## config.mk

```make
export PLATFORM = sky130hd
export DESIGN_NAME = div23_recon
export DESIGN_NICKNAME = d
export VERILOG_FILES = /design/src/rtl/div23_recon_pkg.sv /design/src/rtl/div23_digit_mac.sv /design/src/rtl/div23_recon.sv
export SDC_FILE = /design/constraint.sdc
export NUM_CORES = 1
export LEC_CHECK = 0
export BUFFER_PORTS_ARGS = -buffer_cell sky130_fd_sc_hd__buf_2
export CAP_MARGIN = 20
export CORE_MARGIN = 4
export CORE_UTILIZATION = 35
export DETAILED_ROUTE_END_ITERATION = 10
export SYNTH_ARGS = -nofsm -noshare
export SYNTH_HDL_FRONTEND = slang
export SYNTH_SLANG_ARGS = --single-unit
```

## constraint.sdc

```tcl
create_clock -name clk -period 5 [get_ports clk]
set_clock_uncertainty 0.1 [all_clocks]
set_input_delay 0.25 -clock clk [delete_from_list [all_inputs] [get_ports clk]]
set_output_delay 0.25 -clock clk [all_outputs]
set_load 0.01 [all_outputs]
```

## src/rtl/div23_recon_pkg.sv

```systemverilog
// rtl/div23_recon_pkg.sv - shared constants and state type for the div23 reconstructor
// Purpose: default geometry (WIDTH, DIGIT, DIVISOR), derived carry width CW and
//          digit count NDIG, and the three-state FSM encoding.
// Ports:   none (package).
package div23_recon_pkg;

    localparam int WIDTH_DEF   = 64;
    localparam int DIGIT_DEF   = 4;
    localparam int DIVISOR_DEF = 23;
    localparam int CW          = $clog2(DIVISOR_DEF);
    localparam int NDIG        = WIDTH_DEF / DIGIT_DEF;

    typedef enum logic [1:0] {
        IDLE = 2'd0,
        RUN  = 2'd1,
        DONE = 2'd2
    } state_t;

endpackage

```

## src/rtl/div23_digit_mac.sv

```systemverilog
// rtl/div23_digit_mac.sv - combinational digit x constant plus carry
// Purpose: p = digit*DIVISOR + carry_in; returns the low DIGIT bits of p and
//          the next carry p >> DIGIT.
// Ports:   digit     - DIGIT-bit quotient digit
//          carry_in  - CW-bit incoming carry
//          sum       - low DIGIT bits of the product-sum
//          carry_out - upper CW bits of the product-sum
module div23_digit_mac #(
    parameter int DIGIT   = 4,
    parameter int DIVISOR = 23,
    parameter int CW      = 5
) (
    input  logic [DIGIT-1:0] digit,
    input  logic [CW-1:0]    carry_in,
    output logic [DIGIT-1:0] sum,
    output logic [CW-1:0]    carry_out
);

    // With carry_in < 2^CW and digit < 2^DIGIT the sum stays below
    // 2^(DIGIT+CW) for DIVISOR < 2^CW, so no bits are lost.
    localparam int PW = DIGIT + CW;

    logic [PW-1:0] p;

    assign p         = PW'(digit) * PW'(DIVISOR) + PW'(carry_in);
    assign sum       = p[DIGIT-1:0];
    assign carry_out = p[PW-1:DIGIT];

endmodule

```

## src/rtl/div23_recon.sv

```systemverilog
// rtl/div23_recon.sv - digit-serial rebuild of x = q*DIVISOR + r, LSB digit first
// Purpose: accepts a quotient/remainder pair, multiplies one DIGIT-bit digit of
//          the quotient per cycle by DIVISOR, and presents the WIDTH-bit
//          dividend plus an overflow flag.
// Option:  DIV23_RECON_RANGE_CHECK_EN - when defined, err latches (r_in >= DIVISOR)
//          at acceptance; otherwise err is constant 0.
// Ports:   clk, rst        - clock (rising edge), async active-high reset
//          in_valid/in_ready, q_in, r_in   - input pair handshake
//          out_valid/out_ready, x_out, ovf, err - result handshake
module div23_recon
    import div23_recon_pkg::*;
#(
    parameter int WIDTH   = WIDTH_DEF,
    parameter int DIGIT   = DIGIT_DEF,
    parameter int DIVISOR = DIVISOR_DEF,
    localparam int RW     = $clog2(DIVISOR)
) (
    input  logic             clk,
    input  logic             rst,
    input  logic             in_valid,
    output logic             in_ready,
    input  logic [WIDTH-1:0] q_in,
    input  logic [RW-1:0]    r_in,
    output logic             out_valid,
    input  logic             out_ready,
    output logic [WIDTH-1:0] x_out,
    output logic             ovf,
    output logic             err
);

    localparam int ND   = WIDTH / DIGIT;
    localparam int CNTW = (ND > 1) ? $clog2(ND) : 1;
    localparam logic [CNTW-1:0] LAST = CNTW'(ND - 1);

    state_t           state, state_nx;
    logic [WIDTH-1:0] q_sh;
    logic [WIDTH-1:0] x_sh;
    logic [RW-1:0]    carry;
    logic [CNTW-1:0]  cnt;
    logic [DIGIT-1:0] digit_sum;
    logic [RW-1:0]    carry_nx;
    logic             accept;

    div23_digit_mac #(
        .DIGIT   (DIGIT),
        .DIVISOR (DIVISOR),
        .CW      (RW)
    ) u_mac (
        .digit     (q_sh[DIGIT-1:0]),
        .carry_in  (carry),
        .sum       (digit_sum),
        .carry_out (carry_nx)
    );

    assign accept = (state == IDLE) && in_valid;

    always_ff @(posedge clk or posedge rst) begin
        if (rst) begin
            state <= IDLE;
        end else begin
            state <= state_nx;
        end
    end

    always_comb begin
        state_nx  = state;
        in_ready  = 1'b0;
        out_valid = 1'b0;
        case (state)
            IDLE: begin
                in_ready = 1'b1;
                if (in_valid) begin
                    state_nx = RUN;
                end
            end
            RUN: begin
                if (cnt == LAST) begin
                    state_nx = DONE;
                end
            end
            DONE: begin
                out_valid = 1'b1;
                if (out_ready) begin
                    state_nx = IDLE;
                end
            end
            default: state_nx = IDLE;
        endcase
    end

    always_ff @(posedge clk or posedge rst) begin
        if (rst) begin
            q_sh  <= '0;
            x_sh  <= '0;
            carry <= '0;
            cnt   <= '0;
        end else if (accept) begin
            q_sh  <= q_in;
            carry <= r_in;
            cnt   <= '0;
        end else if (state == RUN) begin
            // New digits enter at the top; after ND shifts the first digit
            // has reached bit 0, giving LSB-first assembly.
            x_sh  <= {digit_sum, x_sh[WIDTH-1:DIGIT]};
            carry <= carry_nx;
            q_sh  <= q_sh >> DIGIT;
            cnt   <= cnt + 1'b1;
        end
    end

`ifdef DIV23_RECON_RANGE_CHECK_EN
    logic err_q;

    always_ff @(posedge clk or posedge rst) begin
        if (rst) begin
            err_q <= 1'b0;
        end else if (accept) begin
            err_q <= (32'(r_in) >= 32'(DIVISOR));
        end
    end

    assign err = (state == DONE) && err_q;
`else
    assign err = 1'b0;
`endif

    // Result outputs are held at zero outside DONE so a reset or a fresh
    // operation never exposes a partially shifted value.
    assign x_out = (state == DONE) ? x_sh : '0;
    assign ovf   = (state == DONE) && (carry != '0);

endmodule

```

# [Yosys cells after proc, flatten, opt, wreduce, memory -nomap -nowiden]
# Cells that the tools add are included.
[classes] n_addsub=2 mul=1 eq_ne=6 mux=13 bitwise_logic=1 n_reduce_logical=7
[ops] operator="64-bit 2-to-1 mux" n=3
[ops] operator="5-bit 2-to-1 mux" n=2
[ops] operator="9-bit by 5-bit adder with 9-bit output" n=1
[ops] operator="4-bit by 5-bit multiplier with 9-bit output (second input constant)" n=1
[ops] operator="4-bit 2-to-1 mux" n=2
[ops] operator="2-bit 2-to-1 mux" n=3
[ops] operator="2-bit inequality test (second input constant)" n=3
[ops] operator="2-bit one-hot mux with 3 select lines" n=1
[ops] operator="5-bit nonzero test" n=1
[ops] operator="4-bit by 1-bit adder with 4-bit output (second input constant)" n=1
[ops] operator="4-bit == test (second input constant)" n=1
[ops] operator="3-bit AND reduction" n=1
[ops] operator="2-bit by 1-bit == test with 1-bit output (second input constant)" n=1
[ops] operator="2-bit == test (second input constant)" n=1
[ops] operator="1-bit logical AND" n=2
[ops] operator="2-bit zero test" n=1
[ops] operator="1-bit 2-to-1 mux" n=2
[ops] operator="2-bit AND reduction" n=1
[ops] operator="2-bit nonzero test" n=1
[ops] operator="1-bit NOT" n=1
[word_totals] register_bits=139 elab_cells=35

# [Longest topological paths before layout]
# Gate-level depths: netlist (run 1).
[logic_depth] ltp_word=4 depth_mapped=13 depth_no_buf=13

# [Hierarchy]
# A second synthesis (run 1) with hierarchy kept.
[unflattened] cells_unflattened=747 area_unflattened_um2=6621.4
[modules_own_cells] module="div23_recon" instances=1 cells_each=675 area_each_um2=6002.0
[modules_own_cells] module="div23_digit_mac" instances=1 cells_each=72 area_each_um2=619.3

# [Worst setup path before layout (run 1)]
# OpenSTA, ideal clock, no wires.
[synth_timing] kind="register to register" startpoint="register q_sh[1]" endpoint="register carry[3]" setup_time_ns=0.126 arrival_time_ns=2.897 required_time_ns=4.774 setup_slack_ns=1.877 stages_incl_launch_ff=12 n_path_buf=0 cell_sequence="dfrtp_1 > inv_1 > fa_1 > inv_1 > ha_1 > fa_1 > ha_1 > a21o_1 > a31o_2 > a21oi_1 > xor2_1 > a21oi_1"
[synth_between] elab_chain_len=4
[synth_lines] item="start, declared" line="div23_recon.sv:36" rtl="logic [WIDTH-1:0] q_sh;"
[synth_lines] item="start signal, assigned" line="div23_recon.sv:98" rtl="q_sh <= q_in;"
[synth_lines] item="start signal, assigned" line="div23_recon.sv:106" rtl="q_sh <= q_sh >> DIGIT;"
[synth_lines] item="4-bit by 5-bit multiplier with 9-bit output" line="div23_digit_mac.sv:25" rtl="assign p = PW'(digit) * PW'(DIVISOR) + PW'(carry_in);"
[synth_lines] item="9-bit by 5-bit adder with 9-bit output" line="div23_digit_mac.sv:25"
[synth_lines] item="5-bit 2-to-1 mux" line="div23_recon.sv:101" rtl="end else if (state == RUN) begin"
[synth_lines] item="5-bit 2-to-1 mux" line="div23_recon.sv:97" rtl="end else if (accept) begin"
[synth_lines] item="end signal, assigned" line="div23_recon.sv:99" rtl="carry <= r_in;"
[synth_lines] item="end signal, assigned" line="div23_recon.sv:105" rtl="carry <= carry_nx;"
[synth_lines] item="end, declared" line="div23_recon.sv:38" rtl="logic [RW-1:0] carry;"
# Every way passes these cells. The select of a mux whose other input is x is not followed.
# A chain may end at the register's enable or synchronous reset.

# [Final worst setup path (run 1)]
[layout_timing] startpoint="register q_sh[1]" endpoint="register carry[4]"
# The elaborated chain is that of the path after synthesis.

==> flow_summary.html, run 1 <==
<table>
<tr><th>Metric</th><th>Value</th></tr>
<tr><th colspan="2">Outcome</th></tr>
<tr><td>Status</td><td>completed</td></tr>
<tr><th colspan="2">Worst setup path</th></tr>
<tr><td>Cell with the biggest individual delay on the critical path</td><td>fa_1</td></tr>
<tr><td>Endpoint required time on the critical path</td><td>5.20 ns</td></tr>
<tr><td>FF-to-FF setup slack</td><td>1.67 ns</td></tr>
<tr><td>Crit. End Element</td><td>flop</td></tr>
<tr><td>Critical R2R Launch</td><td>q_sh[1]</td></tr>
<tr><td>Nature of the critical path startpoint</td><td>flop</td></tr>
<tr><td>Maximum cell stage delay along the critical path</td><td>0.53 ns</td></tr>
<tr><td>Cells along the critical path</td><td>inv_1 -&gt; fa_1 -&gt; inv_1 -&gt; ha_1 -&gt; fa_1 -&gt; ha_1 -&gt; o21ai_0 -&gt; o21ai_0 -&gt; a31oi_1 -&gt; xor2_1 -&gt; a21oi_1</td></tr>
<tr><td>Cell count of the worst reg-to-reg path</td><td>11</td></tr>
<tr><td>Cell class contributing the biggest share of worst-path delay</td><td>adder cells</td></tr>
<tr><td>Reg2Reg Capture Point</td><td>carry[4]</td></tr>
<tr><td>Buffers &amp; Inverters on Critical Path</td><td>2</td></tr>
<tr><td>Worst-path maximum fanout</td><td>4</td></tr>
<tr><td>Type of the setup path with the least slack</td><td>flop to flop</td></tr>
<tr><td>CP arrival</td><td>3.52 ns</td></tr>
<tr><th colspan="2">Worst hold path</th></tr>
<tr><td>Worst hold path stage count</td><td>3</td></tr>
<tr><td>Min-Delay Path Class</td><td>primary input to flop</td></tr>
<tr><td>HP Start</td><td>r_in[4]</td></tr>
<tr><td>Hold worst-path end</td><td>carry[4]</td></tr>
<tr><th colspan="2">Pwr</th></tr>
<tr><td>Worst vdd rail ir drop</td><td>around 0.43 mV</td></tr>
<tr><td>Cell leakage power</td><td>4.71 nW</td></tr>
<tr><td>Total power per unit cell area</td><td>625 nW/um2</td></tr>
<tr><td>Pwr Total</td><td>about 5.5 mW</td></tr>
<tr><th colspan="2">Yosys</th></tr>
<tr><td>Warnings, synthesis</td><td>0</td></tr>
<tr><td>Area of the mapped netlist</td><td>6630 um2</td></tr>
<tr><td>Most frequently used flop master after synthesis</td><td>dfrtp_1</td></tr>
<tr><td>Number of flops mapped to enable cells by yosys</td><td>0</td></tr>
<tr><td>Number of distinct library cells after synthesis</td><td>34</td></tr>
<tr><td>Average instance area after synthesis</td><td>8.97 um2</td></tr>
<tr><td>Sequential share of the synthesized area</td><td>52.5%</td></tr>
<tr><td>Synth Register Bits</td><td>about 140</td></tr>
<tr><td>Nets in the synthesized netlist</td><td>around 840</td></tr>
<tr><td>Async SR Flop Fraction</td><td>100%</td></tr>
<tr><td>Number of instances in the synthesized netlist</td><td>739</td></tr>
<tr><th colspan="2">STA</th></tr>
<tr><td>Final Hold Slack</td><td>approximately 0.047 ns</td></tr>
<tr><td>Final setup viols</td><td>0</td></tr>
<tr><td>Number of failing hold endpoints at the final stage</td><td>0</td></tr>
<tr><td>Highest achievable clock rate</td><td>301 MHz</td></tr>
<tr><td>Shortest period the worst path allows</td><td>3.33 ns</td></tr>
<tr><td>Tightest slew margin relative to the limit</td><td>43.3%</td></tr>
<tr><td>Setup repair after global routing missed its margin</td><td>false</td></tr>
<tr><td>Fraction of the cycle the final worst path needs</td><td>between 60% and 70%</td></tr>
<tr><td>Worst-Margin Slew</td><td>0.851 ns</td></tr>
<tr><td>Final Slew Violations</td><td>0</td></tr>
<tr><td>Setup tns final</td><td>0 ns</td></tr>
<tr><th colspan="2">Finish</th></tr>
<tr><td>Share of cells above drive strength 1</td><td>19.9%</td></tr>
<tr><td>Commonest non-fill, non-tap cell in the layout</td><td>nand2_1</td></tr>
<tr><td>Nets</td><td>1028</td></tr>
<tr><td>Post-layout instance area</td><td>8760 um2</td></tr>
<tr><td>Finished Core Util</td><td>47.0%</td></tr>
<tr><td>Area grow syn2layout</td><td>32.2%</td></tr>
<tr><td>Commonest cells after routing, fill and taps aside</td><td>318 x nand2_1, 139 x dfrtp_1, 139 x buf_2</td></tr>
<tr><th colspan="2">Drt</th></tr>
<tr><td>WL final</td><td>16.6 mm</td></tr>
<tr><td>Count of TritonRoute iterations in the first routing pass</td><td>4</td></tr>
<tr><td>Final routed wire length divided by cell count</td><td>~14 um</td></tr>
<tr><td>Post-route ant nets</td><td>0</td></tr>
<tr><td>Via-per-instance ratio</td><td>around 4.7</td></tr>
<tr><td>Drc violations</td><td>0</td></tr>
<tr><td>Vias</td><td>5583</td></tr>
<tr><td>1st-iter DRT viols</td><td>308</td></tr>
<tr><th colspan="2">Clock network</th></tr>
<tr><td>Number of sinks driven by the clock tree</td><td>139</td></tr>
<tr><td>Clk slew on worst S/H paths</td><td>0.06 ns</td></tr>
<tr><td>Clock insertion delay at the later pin of the skew report</td><td>0.42 ns</td></tr>
<tr><td>Resize count post-CTS</td><td>0</td></tr>
<tr><td>Cell at the root of the clock tree</td><td>clkbuf_16</td></tr>
<tr><td>Number of buffers inserted by hold repair at cts</td><td>69</td></tr>
<tr><td>Setup bufs post-CTS</td><td>0</td></tr>
<tr><td>CTS buffer count</td><td>17</td></tr>
<tr><td>TritonCTS clock tree</td><td>built</td></tr>
<tr><td>Htree depth</td><td>4</td></tr>
<tr><td>Number of buffers on the longest clock path</td><td>2</td></tr>
<tr><th colspan="2">Job</th></tr>
<tr><td>Max_cap viols</td><td>0</td></tr>
<tr><th colspan="2">Placed design</th></tr>
<tr><td>Placed wire-length estimate</td><td>10.5 mm</td></tr>
<tr><td>Final weighted congestion in routability-driven placement</td><td>0.783</td></tr>
<tr><td>Placed cell areas</td><td>7440 um2</td></tr>
<tr><td>Input/output buffers</td><td>139</td></tr>
<tr><th colspan="2">Global route</th></tr>
<tr><td>First-pass GRT wire length</td><td>approximately 28 mm</td></tr>
<tr><td>Total Routing Usage GR</td><td>15.8%</td></tr>
<tr><td>GRT Residual Overflow</td><td>0</td></tr>
<tr><td>Maximum number of pins on one net before global-route repair</td><td>93</td></tr>
<tr><td>Antenna violations before repair</td><td>1</td></tr>
<tr><td>Via count of the first global-routing pass</td><td>~5700</td></tr>
<tr><th colspan="2">Die</th></tr>
<tr><td>Initial core utilization</td><td>between 30% and 40%</td></tr>
<tr><td>Die extent in x</td><td>146 um</td></tr>
<tr><td>I/O pin total</td><td>between 100 and 150</td></tr>
<tr><td>Core area</td><td>around 19000 um2</td></tr>
<tr><td>Y dimension of the die</td><td>146 um</td></tr>
<tr><td>Die area</td><td>21200 um2</td></tr>
<tr><td>Row Count</td><td>50</td></tr>
</table>
## synth_stat cells (5+ instances only)
master | count | area (um2)
clkbuf_1 | 15 | 56.3
inv_1 | 17 | 63.8
nor2_1 | 7 | 26.3
nor3_1 | 7 | 35.0
fa_1 | 6 | 120
buf_2 | 21 | 105
and2_1 | 65 | 407
ha_1 | 21 | 263
dfrtp_1 | 139 | 3480
nand3_1 | 8 | 40.0
nand2_1 | 319 | 1200
buf_6 | 5 | 56.3
a22oi_1 | 57 | 428
o21ai_0 | 10 | 50.1
a21oi_1 | 10 | 50.1
## kinds of logic (layout without fill, tap and decap cells)
group / Yosys count / in the layout / share of synthesized area, %
compound gates: 91 / 91 / 9.65
xor+xnor: 5 / 5 / 0.661
fa+ha+maj: 27 / 27 / 5.78
buf+inv: 63 / 265 / 4.78
flops: 139 / 139 / 52.5
other cells: 1 / 2 / 0.0566
simple gates: 413 / 413 / 26.6
## worst max-delay path by stage
stage | start | end | slack [ns] | cells after the start
2_1_floorplan | rst | carry[0] | 0.93 | 1
3_3_place_gp | q_sh[1] | carry[4] | 1.66 | 11
3_5_place_dp | q_sh[1] | carry[4] | 1.63 | 11
4_1_cts | q_sh[1] | carry[4] | 1.61 | 11
5_1_grt | q_sh[1] | carry[4] | 1.47 | 11
6_report | q_sh[1] | carry[4] | 1.67 | 11
## layout make-up
cell class	count	area [um2]
antenna	1	2.50
clock buffer	17	425
clock inverter	15	150
fill	1825	9880
inverter	17	68.8
multi-input combinational	537	2850
sequential	139	3480
tap	234	293
timing repair buffer	216	1490
## stage by stage
| stage | worst slack (ns) | std cells |
|---|---|---|
| floorplan | 0.925 | 739 |
| global placement | 1.66 | 1072 |
| detailed placement | 1.63 | 1072 |
| CTS | 1.61 | 1173 |
| global route | 1.47 | 1176 |
| finish | 1.67 | 1176 |
## per-layer routing
| metal | routed length, um | share of wire (%) | track usage (%) | vias up |
|---|---|---|---|---|
| li1 | - | - | - | 2774 |
| met1 | 8080 | 49 | 21.3 | 2652 |
| met2 | 7400 | 45 | 24.8 | 143 |
| met3 | 934 | 5.6 | 4.55 | 14 |
| met4 | 161 | 0.97 | 4.75 | 0 |
| met5 | 0 | 0 | 0 | - |
## report_power, final
part	switching [mW]	total, mW	internal (mW)
clock network	0.534	1.23	0.701
registers	0.334	1.96	1.62
logic	1.31	2.28	0.972
## tightest hold or removal path, stage by stage
cell     delay, ns
buf_2         0.08
o21ai_0       0.08
a21oi_1       0.11
## state kept, by name (all words and copies together), names as in the netlist
signal and count:
carry 5, cnt 4, state 2, q_sh 64
x_sh 64
Power figures use the tool's default switching activity.
==> run 2: changes to the inputs <==
clock period = 2.7 ns   (was 5 ns; I/O delays follow)
==> run 2 against run 1 <==
  * The flow now finishes with violations (negative setup slack)
  * Worst hold slack better by 0.0063 ns
  * Die area stayed put
  * Flip-flop and latch count stayed put
  * Non-clock buffer count is 23 higher
  * Sequential share of layout area is 1.8 points lower
  * Critical path depth stayed put
  * Total power is 120% higher
  * Core utilization is 2.2 points higher
  * Worst setup slack worse by 2.0 ns
  * Register-to-register slack worse by 2.0 ns
  * Cell area is 4.7% higher
  * Clock-buffer cell count is 5 higher
  * Largest cell class unchanged
  * Highest routed layer unchanged
==> flow_summary.html, run 2 (synthesis gave the netlist of run 1 again) <==
<table>
<tr><th>Metric</th><th>Value</th></tr>
<tr><th colspan="2">Die</th></tr>
<tr><td>Row Count</td><td>50 (unchanged)</td></tr>
<tr><td>Die extent in x</td><td>146 um (unchanged)</td></tr>
<tr><td>I/O pin total</td><td>141 (unchanged)</td></tr>
<tr><td>Initial core utilization</td><td>35.6% (unchanged)</td></tr>
<tr><td>Die area</td><td>21200 um2 (unchanged)</td></tr>
<tr><td>Y dimension of the die</td><td>146 um (unchanged)</td></tr>
<tr><td>Core area</td><td>18600 um2 (unchanged)</td></tr>
<tr><th colspan="2">Finish</th></tr>
<tr><td>Antenna fix cells</td><td>0 (-1)</td></tr>
<tr><td>Finished Core Util</td><td>49.2% (+2.2 points)</td></tr>
<tr><td>Commonest cells after routing, fill and taps aside</td><td>318 x nand2_1, 139 x buf_2, 137 x dfrtp_1</td></tr>
<tr><td>Biggest registers after layout</td><td>q_sh: 64 flops, x_sh: 64 flops, carry: 5 flops</td></tr>
<tr><td>Area grow syn2layout</td><td>38.4%</td></tr>
<tr><td>Share of cells above drive strength 1</td><td>24.3% (+4.4 points)</td></tr>
<tr><td>Nets</td><td>1051 (+2.2%)</td></tr>
<tr><td>Count of non-filler cells in the finished layout</td><td>1198 (+1.9%)</td></tr>
<tr><td>Commonest non-fill, non-tap cell in the layout</td><td>nand2_1</td></tr>
<tr><td>Count of filler cells inserted in the layout</td><td>1753 (-3.9%)</td></tr>
<tr><th colspan="2">Drt</th></tr>
<tr><td>Via-per-instance ratio</td><td>4.73 (-0.45%)</td></tr>
<tr><td>Post-route ant nets</td><td>0 (unchanged)</td></tr>
<tr><td>Count of TritonRoute iterations in the first routing pass</td><td>5 (+1)</td></tr>
<tr><td>Final routed wire length divided by cell count</td><td>14.0 um (-0.64%)</td></tr>
<tr><td>WL final</td><td>16.8 mm (+1.2%)</td></tr>
<tr><td>Vias</td><td>5662 (+1.4%)</td></tr>
<tr><td>1st-iter DRT viols</td><td>333 (+8.1%)</td></tr>
<tr><td>Drc violations</td><td>0 (unchanged)</td></tr>
<tr><th colspan="2">STA</th></tr>
<tr><td>Tightest slew margin relative to the limit</td><td>42.7% (-0.55 points)</td></tr>
<tr><td>Worst-Margin Slew</td><td>0.859 ns (+0.00820 ns)</td></tr>
<tr><td>Number of failing hold endpoints at the final stage</td><td>0 (unchanged)</td></tr>
<tr><td>Final Slew Violations</td><td>0 (unchanged)</td></tr>
<tr><td>Shortest period the worst path allows</td><td>2.98 ns (-0.343 ns)</td></tr>
<tr><td>Setup slack after layout</td><td>-0.284 ns (-1.96 ns)</td></tr>
<tr><td>Fraction of the cycle the final worst path needs</td><td>111% (+44 points)</td></tr>
<tr><td>Highest achievable clock rate</td><td>335 MHz (+11%)</td></tr>
<tr><td>Final setup viols</td><td>5 (+5)</td></tr>
<tr><td>Setup repair after global routing missed its margin</td><td>true</td></tr>
<tr><th colspan="2">Worst setup path</th></tr>
<tr><td>CP arrival</td><td>3.16 ns (-0.36 ns)</td></tr>
<tr><td>Critical R2R Launch</td><td>q_sh[2]</td></tr>
<tr><td>Cell count of the worst reg-to-reg path</td><td>11 (unchanged)</td></tr>
<tr><td>Type of the setup path with the least slack</td><td>flop to flop</td></tr>
<tr><td>Crit. End Element</td><td>flop</td></tr>
<tr><td>Endpoint required time on the critical path</td><td>2.88 ns (-2.32 ns)</td></tr>
<tr><td>Nature of the critical path startpoint</td><td>flop</td></tr>
<tr><td>Worst-path maximum fanout</td><td>4 (unchanged)</td></tr>
<tr><td>Reg2Reg Capture Point</td><td>carry[3]</td></tr>
<tr><td>FF-to-FF setup slack</td><td>-0.28 ns (-1.96 ns)</td></tr>
<tr><th colspan="2">Pwr</th></tr>
<tr><td>Pwr Total</td><td>12.1 mW (+120%)</td></tr>
<tr><td>Worst vdd rail ir drop</td><td>1.02 mV (+140%)</td></tr>
<tr><td>Cell leakage power</td><td>4.87 nW (+3.3%)</td></tr>
<tr><td>Total power per unit cell area</td><td>1320 nW/um2 (+110%)</td></tr>
<tr><th colspan="2">Clock network</th></tr>
<tr><td>Htree depth</td><td>4 (unchanged)</td></tr>
<tr><td>Clk slew on worst S/H paths</td><td>0.06 ns (about the same)</td></tr>
<tr><td>Number of buffers on the longest clock path</td><td>2 (unchanged)</td></tr>
<tr><td>Clock insertion delay at the later pin of the skew report</td><td>0.42 ns (about the same)</td></tr>
<tr><td>Cell at the root of the clock tree</td><td>clkbuf_16</td></tr>
<tr><td>TritonCTS clock tree</td><td>built</td></tr>
<tr><td>CTS buffer count</td><td>17 (unchanged)</td></tr>
<tr><td>Number of sinks driven by the clock tree</td><td>139 (unchanged)</td></tr>
<tr><th colspan="2">Placed design</th></tr>
<tr><td># placed instances</td><td>1090 (+1.7%)</td></tr>
<tr><td>Final weighted congestion in routability-driven placement</td><td>0.790 (+0.83%)</td></tr>
<tr><td>Placed wire-length estimate</td><td>10.5 mm (about the same)</td></tr>
<tr><td>Input/output buffers</td><td>139 (unchanged)</td></tr>
<tr><th colspan="2">Global route</th></tr>
<tr><td>Via count of the first global-routing pass</td><td>5795 (+1.9%)</td></tr>
<tr><td>GRT Residual Overflow</td><td>0 (unchanged)</td></tr>
<tr><td>First-pass GRT wire length</td><td>28.7 mm (+3.3%)</td></tr>
<tr><td>Total Routing Usage GR</td><td>16.3% (+0.48 points)</td></tr>
<tr><td>Antenna violations before repair</td><td>0 (-1)</td></tr>
<tr><td>Maximum number of pins on one net before global-route repair</td><td>74 (-20%)</td></tr>
<tr><th colspan="2">Worst hold path</th></tr>
<tr><td>Min-Delay Path Class</td><td>primary input to flop</td></tr>
<tr><td>HP Start</td><td>in_valid</td></tr>
<tr><td>Hold worst-path end</td><td>carry[3]</td></tr>
<tr><td>Worst hold path stage count</td><td>4 (+1)</td></tr>
<tr><th colspan="2">Outcome</th></tr>
<tr><td>Violated checks</td><td>negative setup slack</td></tr>
<tr><td>Status</td><td>complete, but fails checks</td></tr>
<tr><th colspan="2">Job</th></tr>
<tr><td>Max_cap viols</td><td>0 (unchanged)</td></tr>
</table>
==> run 2: cell count changes in the layout (fill, tap and decap cells not counted), sizes merged <==
cell	previous run	this run
dlygate4sd3	69	70
buf	147	169
diode	1	0
bufinv	1	4
clkinv	3	4
inv	26	17
clkbuf	17	22
==> run 2: worst max path at each step <==
stage | from | to | slack (ns) | cells after the start
4_1_cts | q_sh[1] | carry[3] | -0.30 | 11
2_1_floorplan | q_sh[3] | carry[3] | -0.22 | 11
3_3_place_gp | q_sh[2] | carry[4] | -0.39 | 11
5_1_grt | q_sh[2] | carry[3] | -0.39 | 11
3_5_place_dp | q_sh[2] | carry[4] | -0.41 | 11
6_report | q_sh[2] | carry[3] | -0.28 | 11
==> run 2: metal layers <==
layer | GRT usage [%] | share of wire (%)
met4 | 5.37 | 1.8
met2 | 26.6 | 48
met3 | 4.64 | 4.6
met5 | 0 | 0
met1 | 20.9 | 45
==> run 2: cell type report <==
type,instances,area (um2),share of cell area [%]
clock buffers,22,494,5.39
clock inverters,10,160,1.75
inverters,17,67.6,0.736
multi-input cells,537,2980,32.5
flip-flops and latches,139,3480,37.9
well taps,234,293,3.19
repair buffers,239,1700,18.5
==> run 2: worst max-delay path, cell delays in order, from the launching register on <==
cell and delay, ns:
dfrtp_2 0.43, inv_2 0.07, fa_2 0.53, inv_2 0.04, ha_4 0.25, fa_1 0.44
ha_4 0.26, a21o_1 0.17, a31o_2 0.21, a21oi_2 0.13, xor2_1 0.14, a21oi_1 0.08
==> run 2: power by group <==
group / internal [mW] / total (mW) / switching [mW]
clock: 1.67 / 2.56 / 0.891
combinational: 2.89 / 5.89 / 3.00
sequential: 3.01 / 3.62 / 0.614
==> run 2: metrics by stage <==
stage / hold WS, ns / TNS [ns] / cell area (um2) / setup WS, ns
floorplan: 0.121 / -0.736 / 6650 / -0.222
global route: 0.103 / -1.65 / 9180 / -0.385
detailed placement: 0.182 / -1.71 / 7650 / -0.413
global placement: 0.186 / -1.58 / 7650 / -0.389
CTS: 0.0493 / -1.12 / 9090 / -0.303
finish: 0.0534 / -1.16 / 9180 / -0.284
==> run 2: what timing repair did <==
| item | CTS | global route |
|---|---|---|
| setup endpoints to repair | 5 | 6 |
| endpoints found under the hold margin | 208 | 0 |
| gates resized for setup | 13 | 16 |
| hold buffers | 70 | 0 |
| setup buffers | 2 | 4 |
| pin swaps | 14 | 13 |
==> run 3: changes to the inputs <==
CORE_UTILIZATION = 49   (was 35)
PLACE_DENSITY = 0.76   (was default)
==> run 3 against run 2 <==
  * The flow still finishes with violations (negative setup slack)
  * Wire length shrank 1.2%
  * Via count grew 2.3%
  * Combinational power grew 0.7%
  * Largest cell class unchanged
==> flow_summary.html, run 3 (synthesis gave the netlist of run 1 again) <==
<table>
<tr><th>Metric</th><th>Value</th></tr>
<tr><th colspan="2">Outcome</th></tr>
<tr><td>Status</td><td>complete, but fails checks</td></tr>
<tr><td>Violated checks</td><td>negative setup slack</td></tr>
<tr><th colspan="2">Placed design</th></tr>
<tr><td>Input/output buffers</td><td>139 (unchanged)</td></tr>
<tr><td>Final weighted congestion in routability-driven placement</td><td>0.839 (+6.2%)</td></tr>
<tr><td>Placed cell areas</td><td>7570 um2 (-1.0%)</td></tr>
<tr><td>Placed wire-length estimate</td><td>10.1 mm (-3.7%)</td></tr>
<tr><th colspan="2">Drt</th></tr>
<tr><td>Vias</td><td>5795 (+2.3%)</td></tr>
<tr><td>WL final</td><td>16.6 mm (-1.2%)</td></tr>
<tr><td>Count of TritonRoute iterations in the first routing pass</td><td>5 (unchanged)</td></tr>
<tr><td>Post-route ant nets</td><td>0 (unchanged)</td></tr>
<tr><td>Drc violations</td><td>0 (unchanged)</td></tr>
<tr><td>1st-iter DRT viols</td><td>486 (+46%)</td></tr>
<tr><td>Via-per-instance ratio</td><td>5.11 (+8.1%)</td></tr>
<tr><td>Final routed wire length divided by cell count</td><td>14.6 um (+4.4%)</td></tr>
<tr><th colspan="2">Pwr</th></tr>
<tr><td>Total power per unit cell area</td><td>1290 nW/um2 (-1.9%)</td></tr>
<tr><td>Switching power total</td><td>4.45 mW (-1.1%)</td></tr>
<tr><td>Comb power frac</td><td>51.4% (+2.6 points)</td></tr>
<tr><td>Portion of total power attributed to sequential cells</td><td>31.5% (+1.5 points)</td></tr>
<tr><td>Internal power</td><td>7.10 mW (-6.2%)</td></tr>
<tr><td>Clock network power share</td><td>17.1% (-4.1 points)</td></tr>
<tr><td>Cell leakage power</td><td>4.79 nW (-1.6%)</td></tr>
<tr><td>Switching part of the total</td><td>38.5% (+1.3 points)</td></tr>
<tr><td>Worst vdd rail ir drop</td><td>0.978 mV (-3.8%)</td></tr>
<tr><th colspan="2">STA</th></tr>
<tr><td>Tightest slew margin relative to the limit</td><td>51.0% (+8.3 points)</td></tr>
<tr><td>Setup tns final</td><td>-1.19 ns (-0.0238 ns)</td></tr>
<tr><td>Final setup viols</td><td>5 (unchanged)</td></tr>
<tr><td>Final Slew Violations</td><td>0 (unchanged)</td></tr>
<tr><td>Setup repair after global routing missed its margin</td><td>true</td></tr>
<tr><td>Worst-Margin Slew</td><td>0.733 ns (-0.126 ns)</td></tr>
<tr><td>Shortest period the worst path allows</td><td>2.99 ns (+0.00493 ns)</td></tr>
<tr><td>Fraction of the cycle the final worst path needs</td><td>111% (+0.18 points)</td></tr>
<tr><td>Highest achievable clock rate</td><td>335 MHz (-0.16%)</td></tr>
<tr><td>Number of failing hold endpoints at the final stage</td><td>0 (unchanged)</td></tr>
<tr><td>Setup slack after layout</td><td>-0.289 ns (-0.00493 ns)</td></tr>
<tr><th colspan="2">Worst setup path</th></tr>
<tr><td>Cell with the biggest individual delay on the critical path</td><td>fa_1</td></tr>
<tr><td>Worst setup startpoint</td><td>q_sh[2]</td></tr>
<tr><td>Worst-path maximum fanout</td><td>4 (unchanged)</td></tr>
<tr><td>Type of the setup path with the least slack</td><td>flop to flop</td></tr>
<tr><td>CP arrival</td><td>3.16 ns (about the same)</td></tr>
<tr><td>Maximum cell stage delay along the critical path</td><td>0.51 ns (-0.02 ns)</td></tr>
<tr><td>Endpoint required time on the critical path</td><td>2.87 ns (about the same)</td></tr>
<tr><td>Critical R2R Launch</td><td>q_sh[2]</td></tr>
<tr><td>Nature of the critical path startpoint</td><td>flop</td></tr>
<tr><td>Crit. End Element</td><td>flop</td></tr>
<tr><td>Cells along the critical path</td><td>buf_6 -&gt; ha_4 -&gt; fa_1 -&gt; inv_2 -&gt; fa_1 -&gt; inv_2 -&gt; ha_4 -&gt; a21o_1 -&gt; a31o_2 -&gt; a21oi_2 -&gt; xor2_1 -&gt; a21oi_1</td></tr>
<tr><th colspan="2">Die</th></tr>
<tr><td>Core area</td><td>13200 um2 (-29%)</td></tr>
<tr><td>Die area</td><td>15500 um2 (-27%)</td></tr>
<tr><td>I/O pin total</td><td>141 (unchanged)</td></tr>
<tr><td>Y dimension of the die</td><td>124 um (-15%)</td></tr>
<tr><td>Row Count</td><td>42 (-16%)</td></tr>
<tr><td>Die extent in x</td><td>124 um (-15%)</td></tr>
<tr><td>Initial core utilization</td><td>50.0% (+14 points)</td></tr>
<tr><th colspan="2">Finish</th></tr>
<tr><td>Commonest cells after routing, fill and taps aside</td><td>318 x nand2_1, 139 x buf_2, 138 x dfrtp_1</td></tr>
<tr><td>Share of cells above drive strength 1</td><td>23.1% (-1.2 points)</td></tr>
<tr><td>Biggest registers after layout</td><td>q_sh: 64 flops, x_sh: 64 flops, carry: 5 flops</td></tr>
<tr><td>Register Area</td><td>3480 um2 (about the same)</td></tr>
<tr><td>Total area of multi-input combinational cells</td><td>2990 um2 (+0.17%)</td></tr>
<tr><td>Finished Core Util</td><td>67.6% (+18 points)</td></tr>
<tr><td>Commonest non-fill, non-tap cell in the layout</td><td>nand2_1</td></tr>
<tr><td>Count of filler cells inserted in the layout</td><td>1057 (-40%)</td></tr>
<tr><td>Nets</td><td>1048 (-0.29%)</td></tr>
<tr><td>Area grow syn2layout</td><td>35.0%</td></tr>
<tr><td>Post-layout instance area</td><td>8950 um2 (-2.5%)</td></tr>
<tr><th colspan="2">Job</th></tr>
<tr><td>Max_cap viols</td><td>0 (unchanged)</td></tr>
<tr><th colspan="2">Global route</th></tr>
<tr><td>Met1 demand-to-capacity share in global routing</td><td>28.7% (+7.8 points)</td></tr>
<tr><td>Maximum number of pins on one net before global-route repair</td><td>82 (+11%)</td></tr>
<tr><td>GRT met3 Usage</td><td>5.36% (+0.72 points)</td></tr>
<tr><td>Met2 track demand over resource</td><td>35.1% (+8.5 points)</td></tr>
<tr><td>Global route hottest layer</td><td>met2</td></tr>
<tr><td>Total Routing Usage GR</td><td>22.0% (+5.7 points)</td></tr>
<tr><td>Via count of the first global-routing pass</td><td>5853 (+1.0%)</td></tr>
<tr><td>Antenna violations before repair</td><td>1 (+1)</td></tr>
<tr><td>First-pass GRT wire length</td><td>28.1 mm (-2.0%)</td></tr>
<tr><td>GRT Residual Overflow</td><td>0 (unchanged)</td></tr>
<tr><th colspan="2">Clock network</th></tr>
<tr><td>Htree depth</td><td>4 (unchanged)</td></tr>
<tr><td>Number of sinks driven by the clock tree</td><td>139 (unchanged)</td></tr>
<tr><td>Clk slew on worst S/H paths</td><td>0.05 ns (about the same)</td></tr>
<tr><td>CTS buffer count</td><td>17 (unchanged)</td></tr>
<tr><td>Clock insertion delay at the later pin of the skew report</td><td>0.41 ns (about the same)</td></tr>
<tr><td>Cell at the root of the clock tree</td><td>clkbuf_16</td></tr>
<tr><td>TritonCTS clock tree</td><td>built</td></tr>
<tr><td>Number of buffers on the longest clock path</td><td>2 (unchanged)</td></tr>
<tr><th colspan="2">Worst hold path</th></tr>
<tr><td>Min-Delay Path Class</td><td>primary input to flop</td></tr>
<tr><td>HP Start</td><td>in_valid</td></tr>
</table>
## run 3: layout make-up
cell class	instances	share of cell area [%]
Clock inverter	4	0.224
Multi-Input combinational cell	537	33.4
Tap cell	176	2.46
Timing Repair Buffer	236	19.0
Sequential cell	139	38.9
Antenna cell	1	0.0280
Inverter	17	0.755
Clock buffer	24	5.27
## run 3: worst paths after layout
kind,endpoint,slack [ns],cells after the start
worst max register to register,carry[3],-0.29,12
min in group asynchronous,q_sh[52],0.29,3
worst min-delay path,carry[3],0.08,4
worst max-delay path,carry[3],-0.29,12
max in group asynchronous,q_sh[2],1.42,4
worst min register to register,x_sh[2],0.36,2
## run 3: timing repair
| action | in CTS | in global routing |
|---|---|---|
| hold buffers | 70 | 0 |
| resized for setup | 15 | 13 |
| endpoints found under the setup margin | 5 | 6 |
| endpoints found under the hold margin | 98 | 0 |
| buffers inserted | 5 | 2 |
| pin swaps | 18 | 14 |
## run 3: worst max-delay path: cells and delay by family, from the launching register on
family	cells	cell delay [ns]
buffers and inverters	3	0.22
xor gates and xnor gates	1	0.14
adders and majority gates	4	1.37
DFF	1	0.45
AOI/OAI and AO/OA	4	0.57
## run 3: through the flow
step           total power [mW]  hold slack, ns  worst slack, ns  instances
2_1_floorplan              7.02           0.121           -0.222        739
3_3_place_gp               8.21           0.188           -0.368       1028
3_5_place_dp               8.39           0.186           -0.436       1028
4_1_cts                    11.1          0.0611           -0.334       1131
5_1_grt                    12.6          0.0616           -0.392       1134
6_report                   11.6          0.0759           -0.289       1134
## run 3: layer usage
metal	wire length [um]	share of wire (%)
met4	433	2.6
met5	0	0
met2	8120	49
met1	7140	43
met3	891	5.4
## run 3: power groups by stage
stage	clock [mW]	combinational [mW]	sequential, mW
5_1_grt	2.12	6.70	3.75
3_3_place_gp	0	4.58	3.63
3_5_place_dp	0	4.73	3.65
4_1_cts	2.01	5.41	3.64
2_1_floorplan	0	3.58	3.44
6_report	1.98	5.93	3.64
